## src/rtl/fetch_ctrl.sv

```systemverilog
// Instruction-fetch sequencer between prog_memory and the decoder: assembles
// one/two-word instructions, resolves RJMP/JMP locally and applies redirects.
module fetch_ctrl #(
  parameter int PC_W = 14,
  parameter int IW   = 16
) (
  input  logic            clk,
  input  logic            reset_n,
  input  logic [IW-1:0]   instruction,
  input  logic [PC_W-1:0] program_counter,
  output logic            PC_inc,
  output logic            hold,
  output logic            PC_overwrite,
  output logic [PC_W-1:0] PC_new,
  output logic            dec_valid,
  input  logic            dec_ready,
  output logic [IW-1:0]   dec_instr,
  output logic [IW-1:0]   dec_op2,
  output logic            dec_two_word,
  output logic [PC_W-1:0] dec_pc,
  input  logic            redir_req,
  input  logic [PC_W-1:0] redir_addr
);

  typedef enum logic [1:0] {S_BOOT, S_FLUSH, S_RUN, S_OP2} state_t;

  state_t          state, state_next;
  logic [PC_W-1:0] fpc;
  logic [PC_W-1:0] op1_pc;
  logic [IW-1:0]   op1;

  logic              redirect;
  logic              cur_two_word;
  logic              cur_rjmp;
  logic              op1_jmp;
  logic signed [11:0] rjmp_k;
  logic [PC_W-1:0]   rjmp_target;

  function automatic logic is_jmp(input logic [IW-1:0] w);
    return (w[15:9] == 7'b1001010) && (w[3:1] == 3'b110);
  endfunction

  function automatic logic is_two_word(input logic [IW-1:0] w);
    logic jmp_call;
    logic lds_sts;
    jmp_call = (w[15:9] == 7'b1001010) && (w[3:2] == 2'b11);
    lds_sts  = (w[15:10] == 6'b100100) && (w[3:0] == 4'b0000);
    return jmp_call || lds_sts;
  endfunction

  assign redirect     = redir_req && (state != S_BOOT);
  assign cur_two_word = is_two_word(instruction);
  assign cur_rjmp     = (instruction[15:12] == 4'b1100);
  assign op1_jmp      = is_jmp(op1);
  assign rjmp_k       = instruction[11:0];
  // Sized cast of the signed offset sign-extends; the sum wraps mod 2^PC_W.
  assign rjmp_target  = fpc + PC_W'(1) + PC_W'(rjmp_k);

  always_ff @(posedge clk) begin
    if (!reset_n) begin
      state <= S_BOOT;
    end else begin
      state <= state_next;
    end
  end

  always_ff @(posedge clk) begin
    if (!reset_n) begin
      fpc    <= '0;
      op1    <= '0;
      op1_pc <= '0;
    end else begin
      if (PC_inc && !hold && !PC_overwrite) begin
        fpc <= program_counter;
      end
      if (state == S_RUN && !redirect && cur_two_word) begin
        op1    <= instruction;
        op1_pc <= fpc;
      end
    end
  end

  always_comb begin
    state_next = state;
    unique case (state)
      S_BOOT:  state_next = S_FLUSH;
      S_FLUSH: state_next = S_RUN;
      S_RUN: begin
        if (cur_two_word) begin
          state_next = S_OP2;
        end else if (cur_rjmp) begin
          state_next = S_FLUSH;
        end
      end
      S_OP2: begin
        if (op1_jmp) begin
          state_next = S_FLUSH;
        end else if (dec_ready) begin
          state_next = S_RUN;
        end
      end
      default: state_next = S_BOOT;
    endcase
    if (redirect) begin
      state_next = S_FLUSH;
    end
  end

  always_comb begin
    PC_inc       = 1'b0;
    hold         = 1'b0;
    PC_overwrite = 1'b0;
    PC_new       = '0;
    dec_valid    = 1'b0;
    dec_instr    = '0;
    dec_op2      = '0;
    dec_two_word = 1'b0;
    dec_pc       = '0;
    unique case (state)
      S_BOOT: ;
      S_FLUSH: PC_inc = 1'b1;
      S_RUN: begin
        if (cur_two_word) begin
          PC_inc = 1'b1;
        end else if (cur_rjmp) begin
          PC_overwrite = 1'b1;
          PC_new       = rjmp_target;
        end else begin
          dec_valid = 1'b1;
          dec_instr = instruction;
          dec_pc    = fpc;
          PC_inc    = dec_ready;
          hold      = !dec_ready;
        end
      end
      S_OP2: begin
        if (op1_jmp) begin
          PC_overwrite = 1'b1;
          PC_new       = instruction[PC_W-1:0];
        end else begin
          dec_valid    = 1'b1;
          dec_two_word = 1'b1;
          dec_instr    = op1;
          dec_op2      = instruction;
          dec_pc       = op1_pc;
          PC_inc       = dec_ready;
          hold         = !dec_ready;
        end
      end
      default: ;
    endcase
    if (redirect) begin
      PC_inc       = 1'b0;
      hold         = 1'b0;
      PC_overwrite = 1'b1;
      PC_new       = redir_addr;
      dec_valid    = 1'b0;
      dec_instr    = '0;
      dec_op2      = '0;
      dec_two_word = 1'b0;
      dec_pc       = '0;
    end
  end

endmodule
```

## config.mk

```make
export PLATFORM = sky130hd
export DESIGN_NAME = fetch_ctrl
export DESIGN_NICKNAME = d
export VERILOG_FILES = /design/src/rtl/fetch_ctrl.sv
export SDC_FILE = /design/constraint.sdc
export NUM_CORES = 1
export LEC_CHECK = 0
export ABC_CLOCK_PERIOD_IN_PS = 4900
export CAP_MARGIN = 20
export CORE_MARGIN = 8
export CORE_UTILIZATION = 49
export CTS_CLUSTER_SIZE = 12
export DETAILED_ROUTE_END_ITERATION = 10
export PLACE_DENSITY = 0.95
export RECOVER_POWER = 100
export SLEW_MARGIN = 10
export SYNTH_ARGS = -nofsm -noshare
export SYNTH_HDL_FRONTEND = slang
export SYNTH_SLANG_ARGS = --single-unit
```

## constraint.sdc

```tcl
create_clock -name clk -period 4.9 [get_ports clk]
set_clock_uncertainty 0.15 [all_clocks]
set_input_delay 1.225 -clock clk [delete_from_list [all_inputs] [get_ports clk]]
set_output_delay 1.225 -clock clk [all_outputs]
set_load 0.05 [all_outputs]
```

==> summary.md <==
| Metric | Value |
|---|---|
| Number of flops mapped to enable cells by yosys | 0 |
| Overall die area | about 0.009 mm2 |
| Largest net degree at the start of global routing | 34 |
| Number of routed nets with antenna violations | 0 |
| Footprint of the flip-flops and latches | 921 um2 |
| Post-synthesis instance area | 0.00313 mm2 |
| Share of the synthesized area in compound gates (AO/OA/AOI/OAI) | between 20% and 30% |
| Synthesized area per cell | roughly 7.4 um2 |
| Clock slew at reported path FFs | 0.07 ns |
| Count of cell types in the netlist | 52 |
| Initial Util | about half |
| Half-perimeter wire length after detailed placement | 9900 um |
| Most area-consuming cells after synthesis | dfxtp_1, nand2_1, a22o_1, a21oi_1, ha_1 |
| Total track usage | 29.2% |
| CP arrival | ~3.7 ns |
| Max_slew headroom | 25.5% |
| Most area-hungry cell type in the Yosys netlist | dfxtp_1 |
| Vertical die dimension | between 90 and 100 um |
| Final estimated routing congestion in global placement | ~1.1 |
| Number of global-route vias before repair | 4036 |
| Final setup viols | 1 |
| Warnings from Yosys | 0 |
| Sum of overflow across all layers after global routing | 0 |
| Largest family of logic cells by synthesized area | simple AND/OR/NAND/NOR gates |
| Proportion of synthesized chip area in sequential cells | 29.4% |
| Routed vias | about 4200 |
| Maximum fanout encountered on the critical timing path | 7 |
| Number of buffers inserted during clock tree synthesis | 5 |
| Global-route wire length before repair | 20800 um |
| Core Footprint | approximately 0.0063 mm2 |
| Number of remaining DRC errors | 0 |
| Critical setup path kind | primary input to primary output |
| Clk sinks | 46 |
| Net count of the mapped netlist | just under 500 |
| Cell area reported after detailed placement | roughly 0.0050 mm2 |
| Final worst path period share | 103% |
| Initial antenna violation count | 0 |
| Fraction of final layout cells sized beyond drive strength 1 | roughly a fifth |
| Average vias per placed instance | 6.68 |
| Startpoint class of the critical path | primary input |
| Slew at the pin with the worst max-slew slack | 1.12 ns |
| Ordered cell list for the critical path | clkdlybuf4s50_1 -> ha_1 -> nand2_1 -> o22ai_2 -> a21oi_2 -> a31oi_1 -> xnor2_1 -> o211ai_1 -> buf_12 |
| Peak supply drop | slightly above 200 uV |
| Final worst slack | -0.134 ns |
| Critical Path End | PC_new[13] |
| Highest cell delay on the worst timing path | between 0.4 and 0.5 ns |
| Kind of end point of the critical path | primary output |
| Leakage power | 0.00189 uW |
| Area Overhead vs Synth | 56.8% |
| Failing checks | negative setup slack |
| Boundary Pins | about 110 |
| Synth Instances | approximately 430 |
| Endpoint of the most critical register-to-register path | fpc[11] |
| Max Fclk | between 150 and 200 MHz |
| Critical Path Slowest Stage Cell | ha_1 |
| Share of cell area taken by muxes after synthesis | 0.960% |
| Clock H-tree levels | 2 |
| R2r startpoint | state[1] |
| Simple-gate share of the synthesized area | between 20% and 30% |
| Worst-case reg-to-reg path depth | 6 |
| Top cell family by delay on the critical path | compound AO/OA/AOI/OAI gates |
| Max-cap violations | 0 |
| Xor/xnor share of the synthesized area | 2.80% |
| Number of buffers and inverters on the critical path | 2 |
| Pins over their slew limit | 0 |
| Count of cell instances traversed by the critical path | 9 |
| Cts hold-fix bufs | 0 |
| Most used DFF post-synth | dfxtp_1 |
| Area of combinational cells with multiple inputs | roughly 0.0021 mm2 |
| Pwr/cell area | 200 mW/mm2 |
| Required time of the critical path | 3.52 ns |
| Router iterations before antenna repair | 5 |
| Design Area, Final | 0.00491 mm2 |
| Wire length per cell | about 22 um |
| Total Nets Final | between 600 and 700 |
| Final period demand of the worst path | 5.03 ns |
| Post-detailed-routing wire length | 14000 um |
| Status | finished with violations |
| Top-area cell type share of the netlist area | 29.4% |
| Hold Vio Cnt, Final | 0 |
| Diodes inserted | 0 |
| Total power after layout | slightly below 1000 uW |
| Flop2flop setup slack | roughly 1.7 ns |
| Type of the worst min-delay path | flip-flop to flip-flop |
| CTS tree | built |
| Synth Area in Adders | under 10% |
| PortBufs | ~110 |
| Flops & latches, synth | 46 |
| Maximum clock insertion buffer count | 2 |
| Startpoint of the worst hold path | op1_pc[3] |
| Final core utilization | between 70% and 80% |
| Clock network latency to the later pin of the worst-skew pair | ~0.30 ns |
| Number of core rows | 29 |
| Setup total negative slack | -0.134 ns |
| Horizontal extent of the die | between 90 and 100 um |
| Synth async-reset ratio | 0% |
| Count of fill cells added during filler insertion | between 300 and 400 |
| Initial DRC count | roughly 460 |
| CTS root buffer | clkbuf_8 |
| Worst setup startpoint | instruction[8] |
==> power breakdown <==
| part | leakage [uW] | switching, uW | internal [uW] |
|---|---|---|---|
| registers | 0.000372 | 17.1 | 383 |
| logic | 0.00146 | 170 | 126 |
| clock network | 0.0000573 | 122 | 163 |
==> stage by stage <==
stage	hold WS, ns	setup WS, ns	instances
floorplan	0.282	0.0278	425
global placement	0.287	-0.107	614
detailed placement	0.297	-0.268	614
CTS	0.307	0.000624	622
global route	0.325	-0.141	622
finish	0.305	-0.134	622
==> worst reg2reg max path: cells and delay by family, from the launching register on <==
family | cells | cell delay (ns)
AND/OR/NAND/NOR | 4 | 1.38
buffers and inverters | 1 | 0.84
AO/OA/AOI/OAI | 1 | 0.16
flip-flops | 1 | 0.60
==> cell usage after synthesis (all sizes together), types with 3 or more instances <==
master  instances
ha             13
and2           17
o21ai          31
xnor2           8
nor3            5
buf             9
dfxtp          46
inv             7
a22o           25
a21oi          41
and3            4
a31oi           4
mux2i           3
nor2b           4
nand3          23
nor2           28
nand2b          9
clkbuf         22
a22oi           8
nand2          78
nand4           4
==> worst min-delay path by stage <==
stage | slack, ns | endpoint | depth (start not counted)
after global placement | 0.29 | op1[6] | 2
final | 0.31 | op1_pc[3] | 2
after floorplan | 0.28 | op1[0] | 2
after CTS | 0.31 | op1_pc[3] | 2
after global routing | 0.33 | op1_pc[3] | 2
after detailed placement | 0.30 | op1_pc[3] | 2
==> timing repair <==
item | in CTS | in global routing
setup endpoints to repair | 6 | 19
gates resized for setup | 12 | 16
setup buffers | 1 | 0
pin swaps | 4 | 0
==> layout make-up <==
class                      instances  area share (%)
clock buffer                       6            1.68
clock inverter                     1           0.612
inverter                           7           0.536
multi-input combinational        341            43.1
sequential                        46            18.8
tap                               77            1.96
timing repair buffer             144            33.4
==> cell usage in the layout (no fill, tap or decap), types with 8 or more instances in the layout <==
master,Yosys,final
clkdlybuf4s50_1,0,45
nand3_1,21,21
nor2_1,28,27
buf_12,0,39
o21ai_0,29,22
nand2_1,78,78
a22oi_1,8,8
nand2b_1,9,9
buf_4,1,33
xnor2_1,8,8
a22o_1,25,25
and2_0,0,10
clkbuf_2,0,10
dfxtp_1,46,46
a21oi_1,41,36
ha_1,13,10
clkbuf_1,22,10
==> registers in the layout, indices dropped and copies added, names as in the netlist <==
register,flops
fpc,14
op1_pc,14
op1,16
state,2
==> cells by family (layout without fill, tap and decap cells) <==
kind of cell    Yosys count  after routing
buf+inv                  38            158
fa+ha+maj                14             14
simple gates            184            184
mux                       3              3
xor+xnor                 10             10
compound gates          130            130
flops                    46             46
==> routing by layer <==
layer / routed length (um) / vias up / GRT usage, % / share of wire, %
li1: - / 1770 / - / -
met1: 5030 / 1873 / 33.9 / 36
met2: 6310 / 388 / 46.6 / 45
met3: 1550 / 122 / 5.38 / 11
met4: 1070 / 0 / 22.8 / 7.7
met5: 0 / - / 0 / 0
(Power assumes the default switching activity.)
